==> config.mk <==
export PLATFORM = sky130hd
export DESIGN_NAME = instr_decode_ctrl
export DESIGN_NICKNAME = d
export VERILOG_FILES = /design/src/rtl/instr_decode_ctrl.sv
export SDC_FILE = /design/constraint.sdc
export NUM_CORES = 1
export LEC_CHECK = 0
export ABC_AREA = 0
export BUFFER_PORTS_ARGS = -buffer_cell sky130_fd_sc_hd__buf_2
export CAP_MARGIN = 20
export CORE_MARGIN = 3
export CORE_UTILIZATION = 30
export CTS_BUF_LIST = sky130_fd_sc_hd__clkbuf_2
export DETAILED_ROUTE_END_ITERATION = 7
export PLACE_DENSITY = 0.67
export SLEW_MARGIN = 20
export SYNTH_ARGS = -nofsm -noshare
export SYNTH_HDL_FRONTEND = slang
export SYNTH_SLANG_ARGS = --single-unit
==> constraint.sdc <==
create_clock -name clk -period 2.1 [get_ports clk]
set_input_delay 0.42 -clock clk [delete_from_list [all_inputs] [get_ports clk]]
set_output_delay 0.42 -clock clk [all_outputs]
set_load 0.01 [all_outputs]
==> src/rtl/instr_decode_ctrl.sv <==
// rtl/instr_decode_ctrl.sv - branch/jump decode and program-state control
//
// Purpose: decodes redirect instructions (JMP, BRZ, BRNZ, HALT) from the
// instruction ROM output and drives same-cycle redirects to the fetch unit.
// It also sequences the program through IDLE/ARM/RUN/HALT.
// Optional feature macro: DECODE_STATS_EN (redirect statistics counter).
//
// Ports:
//   clk          rising-edge clock
//   reset_n      asynchronous active-low reset
//   start        program load/hold request (shared with fetch_unit)
//   instr_in     instruction at current PC (combinational ROM output)
//   flag_we      execute-stage compare result valid this cycle
//   zero_in      execute-stage compare result (1 = equal/zero)
//   branch_taken relative redirect, combinational
//   branch_imm   signed relative offset, always instr_in[3:0]
//   jump_taken   absolute redirect via LUT, combinational
//   jump_target  LUT index, instr_in[5:0]
//   done         program halted (registered)
//   taken_count  redirect count (0 unless DECODE_STATS_EN)

module instr_decode_ctrl #(
  parameter int INSTR_W = 9
) (
  input  logic               clk,
  input  logic               reset_n,
  input  logic               start,
  input  logic [INSTR_W-1:0] instr_in,
  input  logic               flag_we,
  input  logic               zero_in,
  output logic               branch_taken,
  output logic [3:0]         branch_imm,
  output logic               jump_taken,
  output logic [5:0]         jump_target,
  output logic               done,
  output logic [15:0]        taken_count
);

  typedef enum logic [1:0] {IDLE, ARM, RUN, HALT} state_e;

  localparam logic [8:0] HALT_OP = 9'b1_1000_0000;

  state_e state_q, state_d;
  logic   flag_q;
  logic   done_q;
  logic   is_jmp, is_brz, is_brnz, is_halt;
  logic   in_run;

  assign is_jmp  = (instr_in[8:6] == 3'b111);
  assign is_brz  = (instr_in[8:4] == 5'b11010);
  assign is_brnz = (instr_in[8:4] == 5'b11011);
  assign is_halt = (instr_in[8:0] == HALT_OP);
  assign in_run  = (state_q == RUN);

  // Redirects are zero-latency; the branch condition uses only the
  // registered flag, so a compare completing this cycle cannot bypass.
  assign jump_taken   = in_run & is_jmp;
  assign branch_taken = in_run & ((is_brz & flag_q) | (is_brnz & ~flag_q));
  assign jump_target  = instr_in[5:0];
  assign branch_imm   = instr_in[3:0];
  assign done         = done_q;

  // start has priority in RUN so a restart wins over a HALT fetched the
  // same cycle. HALT in ARM is ignored: ARM only looks at start.
  always_comb begin
    state_d = state_q;
    case (state_q)
      IDLE: if (start) state_d = ARM;
      ARM:  if (!start) state_d = RUN;
      RUN: begin
        if (start)        state_d = ARM;
        else if (is_halt) state_d = HALT;
      end
      HALT: if (start) state_d = ARM;
      default: state_d = IDLE;
    endcase
  end

  always_ff @(posedge clk or negedge reset_n) begin
    if (!reset_n) begin
      state_q <= IDLE;
      done_q  <= 1'b0;
    end else begin
      state_q <= state_d;
      done_q  <= (state_d == HALT);
    end
  end

  always_ff @(posedge clk or negedge reset_n) begin
    if (!reset_n) begin
      flag_q <= 1'b0;
    end else if (flag_we) begin
      flag_q <= zero_in;
    end
  end

`ifdef DECODE_STATS_EN
  logic [15:0] cnt_q, cnt_d;

  // Clearing whenever the next state is ARM covers every entry into ARM;
  // nothing counts while in ARM, so holding it at zero there is harmless.
  always_comb begin
    cnt_d = cnt_q;
    if (state_d == ARM) begin
      cnt_d = 16'h0000;
    end else if (in_run && (branch_taken || jump_taken) && (cnt_q != 16'hFFFF)) begin
      cnt_d = cnt_q + 16'h0001;
    end
  end

  always_ff @(posedge clk or negedge reset_n) begin
    if (!reset_n) begin
      cnt_q <= 16'h0000;
    end else begin
      cnt_q <= cnt_d;
    end
  end

  assign taken_count = cnt_q;
`else
  assign taken_count = 16'h0000;
`endif

endmodule

# [After elaboration in Yosys (flattened, before gate mapping)]
# Cells that the tools add are included.
[totals] out_inout_bits=29 register_bits=4 in_bits=14 elab_cells=24
[classes] eq_ne=8 reduce_logical=2 bitwise=6 muxes=5
[ops] op="5-bit == test (second input constant)" count=2
[ops] op="9-bit == test (second input constant)" count=1
[ops] op="2-bit two-way mux" count=4
[ops] op="2-bit == test (second input constant)" count=3
[ops] op="2-bit one-hot mux with 3 select lines" count=1
[ops] op="1-bit bitwise AND" count=4
[ops] op="3-bit == test (second input constant)" count=1
[ops] op="2-bit by 1-bit == test with 1-bit output (second input constant)" count=1
[ops] op="2-bit zero test" count=1
[ops] op="2-bit OR reduction" count=1
[ops] op="1-bit inverter" count=1
[ops] op="1-bit OR" count=1

# [Logic depth before layout (Yosys ltp)]
[depth] depth_word=5 ltp_mapped=5 mapped_depth_nobuf=5

# [Worst setup path after synthesis]
# OpenSTA, ideal clock, no wires.
[synth_path] path_type="register -> output" startpoint="reg state_q[0]" endpoint="out branch_taken" path_slack_ps=675 n_path_buf=0 required_time_ps=1680 path_stages_with_launch=5 t_arrival_ps=1005 path_cell_list="dfrtp_1 -> inv_1 -> ha_1 -> and4b_1 -> and3_1"
[synth_between] elab_chain_len=2
[synth_lines] element="start: declaration" line="43" rtl="state_e state_q, state_d;"
[synth_lines] element="start signal: assignment" line="84" rtl="state_q <= state_d;"
[synth_lines] element="2-bit == test" line="53" rtl="assign in_run = (state_q == RUN);"
[synth_lines] element="1-bit bitwise AND" line="58" rtl="assign branch_taken = in_run & ((is_brz & flag_q) | (is_brnz & ~flag_q));"
[synth_lines] element="end: declaration" line="31" rtl="output logic branch_taken,"
# Every way passes these cells.

# [Final worst setup path]
# Ends and elaborated chain as after synthesis.

==> metrics <==
final hold vios=0; Syn Area/Cell=8.602 sq um; Tcrit/Tclk final=86.31%; via-per-instance ratio=4.222; Post-Synth Simple-Gate Area=14.81%; Worst VDD drop=253.4 uV; setup_tns=0 ps; first-pass detailed-route iteration total=5; CTS Buf Count=3; synth warn=0; RSZ-0062 raised after global routing=false; clock tree buffer depth=2; Crit. Startpoint=state_q[0]; Hold Path Class=in -> reg; placed standard-cell area=491.7 sq um; postcts setup bufs=0; Worst-Skew Late Latency=210 ps; CTS resizes=0; top cell type's share of synthesized area=40.52%; Psw=0.1660 mW; ANT nets after route=0; hold path startpoint=zero_in; Die Span X=46.07 um; Layout Cells excl Fill=90; largest family of logic cells by synthesized area=buffers and inverters; Yosys reg bits=4; Sink Count=4; Setup crit end kind=primary output; top post-synthesis cells by area=buf_4 41%, dfrtp_1 21%, ha_1 5.2%; GPL Wtd Cong=0.6915; adder-cell area share of the yosys netlist=5.195%; Synth Cell Area=481.7 sq um; critical path class=reg -> out; fmax=551.7 MHz; cell area after layout=516.7 sq um; Layout area overhead=7.273%; crit path buf inv count=2; Initial Util=34.44%; Lkg Pwr=0.3034 nW; Worst Path Required=1680 ps; row count=13; minimum clock period=1813 ps; share of cells above drive strength 1=45.33%; top fanout value on the critical path=4; Die Area=2122 sq um; largest net degree at the start of global routing=7; placed cells=86; Clk pwr share=18.6%; Int Pwr=0.2295 mW; final setup vio count=0; IO Count=43; Post-Synth XOR/XNOR Area=1.818%; CTS tree=yes; P per Cell Area=765.4 nW/um^2; Reg power frac=30.9%; initial antenna violation count=0; vias=380; Slew Viols, Final=0; CP arrival=1390 ps; worst reg2reg startpoint=state_q[0]; combinational fraction of design power=50.5%; Critical Path Start Type=flip-flop; Setup Skew=2.609 ps; routed wire length=891 um; clk slew on worst S/H paths=50 ps; first-pass GRT wire length=1186 um; Post-Synthesis Cells=56; delay of the slowest critical-path stage=390 ps; WL per Instance=9.900 um; library cells used by synthesis=22; Final HPWL DP=739.4 um; clk root buf=clkbuf_2; status=completed; Core Region=1399 sq um; gr usage total=8.035%; critical path's top delay family=flip-flops; # Max-Cap Violations=0; Cell Chain, Critical Path=inv_1, ha_1, and4b_1, and3_1, buf_2; GRT overflow=0; Post-route DRC=0; Seq/Total Area, Yosys=20.78%; layout filler cell count=158; final net count=93; H-Tree Depth=1; CP max stage cell=dfrtp_1; vias in the first global route=325; PortBufs=26; area fraction in compound gates after synthesis=11.43%; sw frac=41.97%; Synth area leader=buf_4; Die Y=46.07 um; initial drt markers=6; mux contribution to synthesized area=2.338%; antenna cells=0
flip-flops by register name, summed over array words and instances (netlist names):
signal,count
done,1
flag_q,1
state_q,2
cell usage after synthesis:
cell type	number
and3_1	1
o21ai_0	2
a31oi_1	1
nor4_2	1
a21bo_2	1
conb_1	1
and2_1	1
nand2_1	1
o32ai_2	1
nand3_1	2
nor2_1	2
mux2_2	1
dfrtp_1	4
and4b_1	1
buf_4	26
and4_1	1
xor2_1	1
a21oi_1	1
or2_2	1
o211ai_1	1
inv_1	3
ha_1	2
layout by cell type, fill, tap and decap left out:
| cell type | instances |
|---|---|
| a21bo_2 | 1 |
| a21oi_1 | 1 |
| a31oi_1 | 1 |
| and2_1 | 1 |
| and3_1 | 1 |
| and4_1 | 1 |
| and4b_1 | 1 |
| buf_2 | 26 |
| clkbuf_2 | 3 |
| conb_1 | 16 |
| dfrtp_1 | 4 |
| dlygate4sd3_1 | 1 |
| ha_1 | 2 |
| inv_1 | 3 |
| mux2_2 | 1 |
| nand2_1 | 1 |
| nand3_1 | 2 |
| nor2_1 | 2 |
| nor4_2 | 1 |
| o211ai_1 | 1 |
| o21ai_0 | 2 |
| o32ai_2 | 1 |
| or2_2 | 1 |
| xor2_1 | 1 |
power by group through the flow:
stage / Clock (mW) / Sequential [mW] / Combinational (mW)
after floorplan: 0 / 0.119 / 0.176
after global placement: 0 / 0.120 / 0.192
after detailed placement: 0 / 0.122 / 0.196
after CTS: 0.0728 / 0.122 / 0.200
after global routing: 0.0841 / 0.127 / 0.228
final: 0.0736 / 0.122 / 0.200
metal layers:
layer	routed length, um	track usage [%]	share of wire (%)
met1	274	7.981	31
met2	447	14.29	50
met3	156	1.172	18
met4	13	6.818	1.5
met5	0	0	0
worst paths after layout:
kind | to | slack, ps | cells after the start
min in group asynchronous | flag_q | 540 | 2
worst max register to register | done | 650 | 5
max in group asynchronous | state_q[1] | 1440 | 2
worst max-delay path | branch_taken | 290 | 5
worst min register to register | flag_q | 530 | 1
worst min-delay path | flag_q | 450 | 2
final cells by class:
cell class                 count  area, sq um  area share [%]
multi-input combinational     38        231.5           44.79
timing repair buffer          27        140.1           27.12
sequential                     4        100.1           19.37
tap                           15        18.77           3.632
clock buffer                   3        15.01           2.906
inverter                       3        11.26           2.179
cells by family after synthesis:
kind of cell / count (synthesis)
xor gates and xnor gates: 1
and+or+nand+nor: 11
AOI/OAI and AO/OA: 7
DFF: 4
muxes: 1
buffers and inverters: 29
other: 1
adders and majority gates: 2
worst reg2reg max path, stage by stage (launching register included):
cell	delay, ps
dfrtp_1	390
inv_1	80
ha_1	280
or2_2	320
a21oi_1	170
o32ai_2	90
through the flow:
stage | worst slack, ps | utilization, % | hold WS [ps] | power, mW
after floorplan | 674.7 | - | 124.4 | 0.2955
after global placement | 564.9 | 35.15 | 227.1 | 0.3117
after detailed placement | 509.2 | 35.15 | 226.3 | 0.3187
after CTS | 272.0 | 36.94 | 455.4 | 0.3944
after global routing | 188.8 | 36.94 | 439.9 | 0.4387
final | 287.4 | 36.94 | 446.8 | 0.3955
repair_timing:
item / 4_1_cts / 5_1_grt
endpoints found under the hold margin: 2 / 0
endpoints found under the setup margin: 0 / 0
hold buffers: 1 / 0
No activity file was read; power rests on OpenSTA's default activity.
